<file path="config.mk">
export PLATFORM = sky130hd
export DESIGN_NAME = fill_line_sequencer
export DESIGN_NICKNAME = d
export VERILOG_FILES = /design/src/rtl/fill_line_sequencer.sv
export SDC_FILE = /design/constraint.sdc
export NUM_CORES = 1
export LEC_CHECK = 0
export CAP_MARGIN = 20
export CORE_ASPECT_RATIO = 1.4
export CORE_MARGIN = 5
export CORE_UTILIZATION = 53
export CTS_BUF_LIST = sky130_fd_sc_hd__clkbuf_4 sky130_fd_sc_hd__clkbuf_8
export CTS_CLUSTER_SIZE = 25
export DETAILED_ROUTE_END_ITERATION = 8
export MAX_ROUTING_LAYER = met4
export PLACE_DENSITY = 0.84
export SYNTH_ARGS = -nofsm -noshare
export SYNTH_HDL_FRONTEND = slang
export SYNTH_SLANG_ARGS = --single-unit
</file>
<file path="constraint.sdc">
create_clock -name clk -period 3.2 [get_ports clk]
set_clock_uncertainty 0.2 [all_clocks]
set_input_delay 0.64 -clock clk [delete_from_list [all_inputs] [get_ports clk]]
set_output_delay 0.64 -clock clk [all_outputs]
set_load 0.01 [all_outputs]
</file>
<file path="src/rtl/fill_line_sequencer.sv">
// Bottle filling line sequencer: drives conveyor and pump relays from the fill-station IR sensor and operator buttons.
// state | meaning: IDLE parked | CONVEY feeding | SETTLE belt stopped | FILL pump on | DRIP wait | RELEASE eject | FAULT halted
module fill_line_sequencer #(
  parameter int unsigned CNT_W           = 36,
  parameter int unsigned DEBOUNCE_CYCLES = 500_000,
  parameter int unsigned SETTLE_CYCLES   = 25_000_000,
  parameter int unsigned FILL_CYCLES     = 500_000_000,
  parameter int unsigned DRIP_CYCLES     = 100_000_000,
  parameter int unsigned ARRIVE_TIMEOUT  = 1_500_000_000,
  parameter int unsigned RELEASE_TIMEOUT = 250_000_000,
  parameter logic [15:0] COUNT_INIT      = 16'h0000
) (
  input  logic        clk,
  input  logic        rst_n,
  input  logic        start_btn,
  input  logic        stop_btn,
  input  logic        clear_fault,
  input  logic        ir_fill,
  output logic        motor_switch,
  output logic        pumpa_switch,
  output logic        dioda_punjenje,
  output logic        fault_led,
  output logic [15:0] bottle_count,
  output logic [2:0]  state_o
);

  typedef enum logic [2:0] {
    IDLE    = 3'd0,
    CONVEY  = 3'd1,
    SETTLE  = 3'd2,
    FILL    = 3'd3,
    DRIP    = 3'd4,
    RELEASE = 3'd5,
    FAULT   = 3'd6
  } state_t;

  localparam int unsigned DB_W = $clog2(DEBOUNCE_CYCLES + 1);
  localparam logic [DB_W-1:0]  DB_LAST      = DB_W'(DEBOUNCE_CYCLES - 1);
  localparam logic [CNT_W-1:0] SETTLE_LAST  = CNT_W'(SETTLE_CYCLES - 1);
  localparam logic [CNT_W-1:0] FILL_LAST    = CNT_W'(FILL_CYCLES - 1);
  localparam logic [CNT_W-1:0] DRIP_LAST    = CNT_W'(DRIP_CYCLES - 1);
  localparam logic [CNT_W-1:0] ARRIVE_LAST  = CNT_W'(ARRIVE_TIMEOUT - 1);
  localparam logic [CNT_W-1:0] RELEASE_LAST = CNT_W'(RELEASE_TIMEOUT - 1);

  state_t           state, state_n;
  logic [CNT_W-1:0] cnt;
  logic [DB_W-1:0]  db_cnt;
  logic             bottle;
  logic             stop_pend;
  logic [3:0]       sync1, sync2;
  logic [2:0]       btn_prev;
  logic             start_p, stop_p, clear_p;
  logic             present_sync;
  logic             timed;

  // sync bit order {ir_fill, clear, stop, start}; ir_fill idles high (no bottle)
  always_ff @(posedge clk) begin
    if (!rst_n) begin
      sync1    <= 4'b1000;
      sync2    <= 4'b1000;
      btn_prev <= 3'b000;
    end else begin
      sync1    <= {ir_fill, clear_fault, stop_btn, start_btn};
      sync2    <= sync1;
      btn_prev <= sync2[2:0];
    end
  end

  assign start_p      = sync2[0] & ~btn_prev[0];
  assign stop_p       = sync2[1] & ~btn_prev[1];
  assign clear_p      = sync2[2] & ~btn_prev[2];
  assign present_sync = ~sync2[3];

  always_ff @(posedge clk) begin
    if (!rst_n) begin
      bottle <= 1'b0;
      db_cnt <= '0;
    end else if (present_sync != bottle) begin
      if (db_cnt == DB_LAST) begin
        bottle <= present_sync;
        db_cnt <= '0;
      end else begin
        db_cnt <= db_cnt + DB_W'(1);
      end
    end else begin
      db_cnt <= '0;
    end
  end

  always_comb begin
    state_n = state;
    unique case (state)
      IDLE:    if (start_p && !stop_p) state_n = CONVEY;
      CONVEY: begin
        if (stop_p)                   state_n = IDLE;
        else if (bottle)              state_n = SETTLE;
        else if (cnt == ARRIVE_LAST)  state_n = FAULT;
      end
      SETTLE:  if (cnt == SETTLE_LAST) state_n = FILL;
      FILL: begin
        if (!bottle)                  state_n = FAULT;
        else if (cnt == FILL_LAST)    state_n = DRIP;
      end
      DRIP:    if (cnt == DRIP_LAST) state_n = RELEASE;
      RELEASE: begin
        if (!bottle)                  state_n = (stop_pend || stop_p) ? IDLE : CONVEY;
        else if (cnt == RELEASE_LAST) state_n = FAULT;
      end
      FAULT:   if (clear_p) state_n = IDLE;
      default: state_n = IDLE;
    endcase
  end

  assign timed = (state == CONVEY) || (state == SETTLE) || (state == FILL) ||
                 (state == DRIP) || (state == RELEASE);

  always_ff @(posedge clk) begin
    if (!rst_n) begin
      state <= IDLE;
      cnt   <= '0;
    end else begin
      state <= state_n;
      if (state_n != state) cnt <= '0;
      else if (timed)       cnt <= cnt + CNT_W'(1);
    end
  end

  // a stop arriving mid-bottle is held until the bottle has left the sensor
  always_ff @(posedge clk) begin
    if (!rst_n) begin
      stop_pend <= 1'b0;
    end else if ((state == RELEASE && state_n != RELEASE) || (state == FAULT && clear_p)) begin
      stop_pend <= 1'b0;
    end else if (stop_p && (state == SETTLE || state == FILL || state == DRIP || state == RELEASE)) begin
      stop_pend <= 1'b1;
    end
  end

  always_ff @(posedge clk) begin
    if (!rst_n) begin
      motor_switch <= 1'b1;
      pumpa_switch <= 1'b1;
      fault_led    <= 1'b0;
      bottle_count <= COUNT_INIT;
    end else begin
      motor_switch <= !((state_n == CONVEY) || (state_n == RELEASE));
      pumpa_switch <= (state_n != FILL);
      fault_led    <= (state_n == FAULT);
      if (state == FILL && state_n == DRIP && bottle_count != 16'hFFFF)
        bottle_count <= bottle_count + 16'd1;
    end
  end

  assign dioda_punjenje = pumpa_switch;
  assign state_o        = state;

endmodule

</file>
==> metrics, run 1 <==
worst min-delay path class=reg2reg; routed wire length=9.682 mm; Top FF cell, synth=dfxtp_1; mean instance size in the synthesized netlist=8.686 sq um; relative contribution of the clock network to total power=a little under half; CP required=roughly 3.3 ns; share of flip-flops with an asynchronous set or reset after synthesis=0%; measured slew at the worst slew-check pin=0.7434 ns; slack of the worst reg-to-reg path=0.32 ns; CTS tree=done; wire length of the first global-routing pass=16.69 mm; share of final-layout standard cells stronger than drive strength 1=7.156%; DR DRC count=0; data arrival time at the worst-slack endpoint=2.93 ns; starting density of the core=53.61%; area growth from synthesis to layout=14.84%; total number of vias=3643; final setup margin=0.3236 ns; IR Drop Worst-Case VDD=~0.00043 V; sequential fraction of the synthesis area=about two fifths; gate count after technology mapping=500; setup violators final=0; sequential group share of total power=51.0%; startpoint of the most critical register-to-register path=cnt[4]; endpoint of the lowest-slack register-to-register path=cnt[4]; Static Leak=1.808 nW; part of the total power dissipated in combinational logic=2.5%; number of synthesized flops with an enable pin=0; PwrDens=444.7 mW/mm^2; fraction of power spent switching nets=approximately a fifth; post-synthesis net count=509; Slew Viols, Final=0; hold-fix buffer count after cts=0; half-perimeter wire length after placement=around 6.9 mm; type of element capturing the critical path=register; path depth of the worst reg2reg path=8; maximum frequency from static timing analysis=347.7 MHz; final net count=535; Synthesis Warnings=0; number of clock buffers inserted by TritonCTS=9; sw power=0.4476 mW; number of clock sinks seen by CTS=90; RD Place Congestion=1.010; PostCTS Resize Cnt=0; antenna violations before repair=0; crit share post-route=approximately nine tenths; Worst Setup Path Type=reg2reg; final total negative setup slack=0 ns; placeable core region=around 0.0081 sq mm; Critical Path Fanout Max=36; deepest level of the CTS H-tree=3; final hold slack=around 0.23 ns; final critical path time including I/O delays and setup=2.876 ns; root buffer cell=clkbuf_8; antenna cell count=0; Detail Route Antenna Nets=0; Detailed Routing Iterations Pass 1=5; pre-CTS setup slack=0.3260 ns; standard-cell rows=39; DR iter-0 viols=269; insertion delay to the later sink of the worst-skew pair=roughly 0.37 ns; number of maximum-capacitance constraint violations=0; die area=0.01013 sq mm; die span in y=around 120 um; worst slew margin relative to its limit=50.06%; Internal Dissipation=1.770 mW; wire length per cell=15.30 um; synthesized area=~0.0043 sq mm; end point of the worst hold path=sync2[3]; Yosys cell types=50; clock-pin slew on the worst setup and hold paths=0.09 ns; overall overflow remaining after global route=0; run status=finished, final reports clean; total track usage=21.39%; maximum number of buffers from clock root to sink=2; unrepaired setup endpoints after global routing=false; # Post-CTS Setup Buffers=0; startpoint type of the worst setup path=register; pin count of the biggest net entering global routing=37; Cells on Worst Hold Path=1; Die X=86.51 um; fill cell count=711; worst hold path startpoint=sync1[3]; IO buf count=28; register bit total from synthesis=90; number of global-route vias before repair=around 3.7k; number of vias per cell after detailed routing=5.755; Final Hold Viols=0; Ports=29
[cell usage after synthesis, drive strengths merged, types with 4 or more instances]
cell type	number	share of area (%)
a21oi	8	0.92
o21ai	8	0.92
xor2	40	8.1
nand3b	6	1.0
and3	15	2.2
buf	7	1.0
nand2b	12	1.7
nor2b	4	0.58
nand3	39	4.5
mux2i	9	2.1
nor4	15	3.1
inv	11	0.95
nor3	10	1.8
nand2	39	3.4
clkbuf	13	1.1
dfxtp	90	41
nand4b	5	1.0
nor2	70	6.1
nand4	17	2.6
xnor2	17	3.4
and4	10	2.0
and2	23	3.3
[layout by cell type (no fill, tap or decap), drive strengths merged, types with 4 or more instances in the layout]
cell / netlist / routed
dfxtp: 90 / 90
nor2: 70 / 70
xor2: 40 / 40
nand3: 39 / 39
nand2: 39 / 39
clkdlybuf4s50: 0 / 28
and2: 23 / 23
xnor2: 17 / 17
nand4: 17 / 17
and3: 15 / 15
nor4: 15 / 15
nand2b: 12 / 12
inv: 11 / 12
and4: 10 / 10
clkbuf: 13 / 10
nor3: 10 / 10
mux2i: 9 / 9
a21oi: 8 / 8
o21ai: 8 / 8
buf: 7 / 7
nand3b: 6 / 6
nand4b: 5 / 5
nor2b: 4 / 4
bufinv: 0 / 4
[logic make-up after synthesis]
| logic type | count (synthesis) | synth area share (%) |
|---|---|---|
| xor+xnor | 57 | 11.50 |
| buf+inv | 31 | 3.083 |
| flops | 90 | 41.49 |
| simple gates | 283 | 36.85 |
| fa+ha+maj | 3 | 0.8644 |
| mux | 9 | 2.074 |
| compound gates | 27 | 4.149 |
[layout make-up]
class / count / area (sq um) / share of cell area (%)
clock buffer: 10 / 137.6 / 2.760
inverter: 11 / 41.29 / 0.8279
sequential: 90 / 1802 / 36.13
tap: 102 / 127.6 / 2.559
timing repair buffer: 35 / 332.8 / 6.673
clock inverter: 6 / 136.4 / 2.735
multi-input combinational: 379 / 2410 / 48.32
[power groups by stage]
stage          Sequential [mW]  Combinational, mW  Clock, mW
6_report                  1.13             0.0548       1.03
5_1_grt                   1.13             0.0616       1.09
4_1_cts                   1.13             0.0552       1.05
3_5_place_dp              1.16             0.0545          0
3_3_place_gp              1.16             0.0526          0
2_1_floorplan             1.16             0.0362          0
[registers in the layout, indices dropped and copies added (netlist names)]
signal          count
dioda_punjenje      1
db_cnt             19
bottle_count       16
state_o             3
fault_led           1
sync1               4
motor_switch        1
bottle              1
stop_pend           1
btn_prev            3
cnt                36
sync2               4
[how the worst max path moves through the flow]
stage	from	to	slack [ns]	cells past startpoint
after floorplan	cnt[8]	bottle_count[14]	0.67	7
after global placement	cnt[0]	bottle_count[14]	0.42	8
after detailed placement	cnt[0]	bottle_count[14]	0.33	8
after CTS	cnt[3]	bottle_count[14]	0.28	7
after global routing	cnt[0]	cnt[3]	0.10	9
final	cnt[4]	cnt[4]	0.32	8
[through the flow]
| stage | utilization [%] | cell area (sq um) | std cells | power (mW) |
|---|---|---|---|---|
| floorplan | - | 4343 | 500 | 1.193 |
| finish | 61.57 | 4987 | 633 | 2.218 |
| global route | 61.57 | 4987 | 633 | 2.288 |
| global placement | 58.16 | 4711 | 617 | 1.210 |
| detailed placement | 58.16 | 4711 | 617 | 1.213 |
| CTS | 61.54 | 4985 | 633 | 2.232 |
[per-layer routing]
metal	routed length, um	up-vias	global-route usage, %	part of all wire (%)
met5	0	-	-	0
met4	433	0	11.75	4.5
met3	393	34	4.832	4.1
met2	5106	97	37.13	53
met1	3748	1732	22.30	39
li1	-	1780	-	-
[worst max-delay path, stage by stage, from the launching register on]
cell,delay (ns)
dfxtp_1,0.44
nand4_1,0.26
nor3_1,0.43
nand4_1,0.26
or2_2,0.36
a31oi_1,0.19
nand4bb_1,0.15
buf_4,0.35
nor2_1,0.10
(Power assumes the default switching activity.)
==> inputs of run 2 (changes only) <==
--- a/config.mk
+++ b/config.mk
@@ -9,7 +9,7 @@
 export CORE_ASPECT_RATIO = 1.4
 export CORE_MARGIN = 5
 export CORE_UTILIZATION = 53
-export CTS_BUF_LIST = sky130_fd_sc_hd__clkbuf_4 sky130_fd_sc_hd__clkbuf_8
+export CTS_BUF_LIST = sky130_fd_sc_hd__clkbuf_8
 export CTS_CLUSTER_SIZE = 25
 export DETAILED_ROUTE_END_ITERATION = 8
 export MAX_ROUTING_LAYER = met4
==> results of run 2 <==
No change in the layout: final DEF, timing and power equal those of run 1.
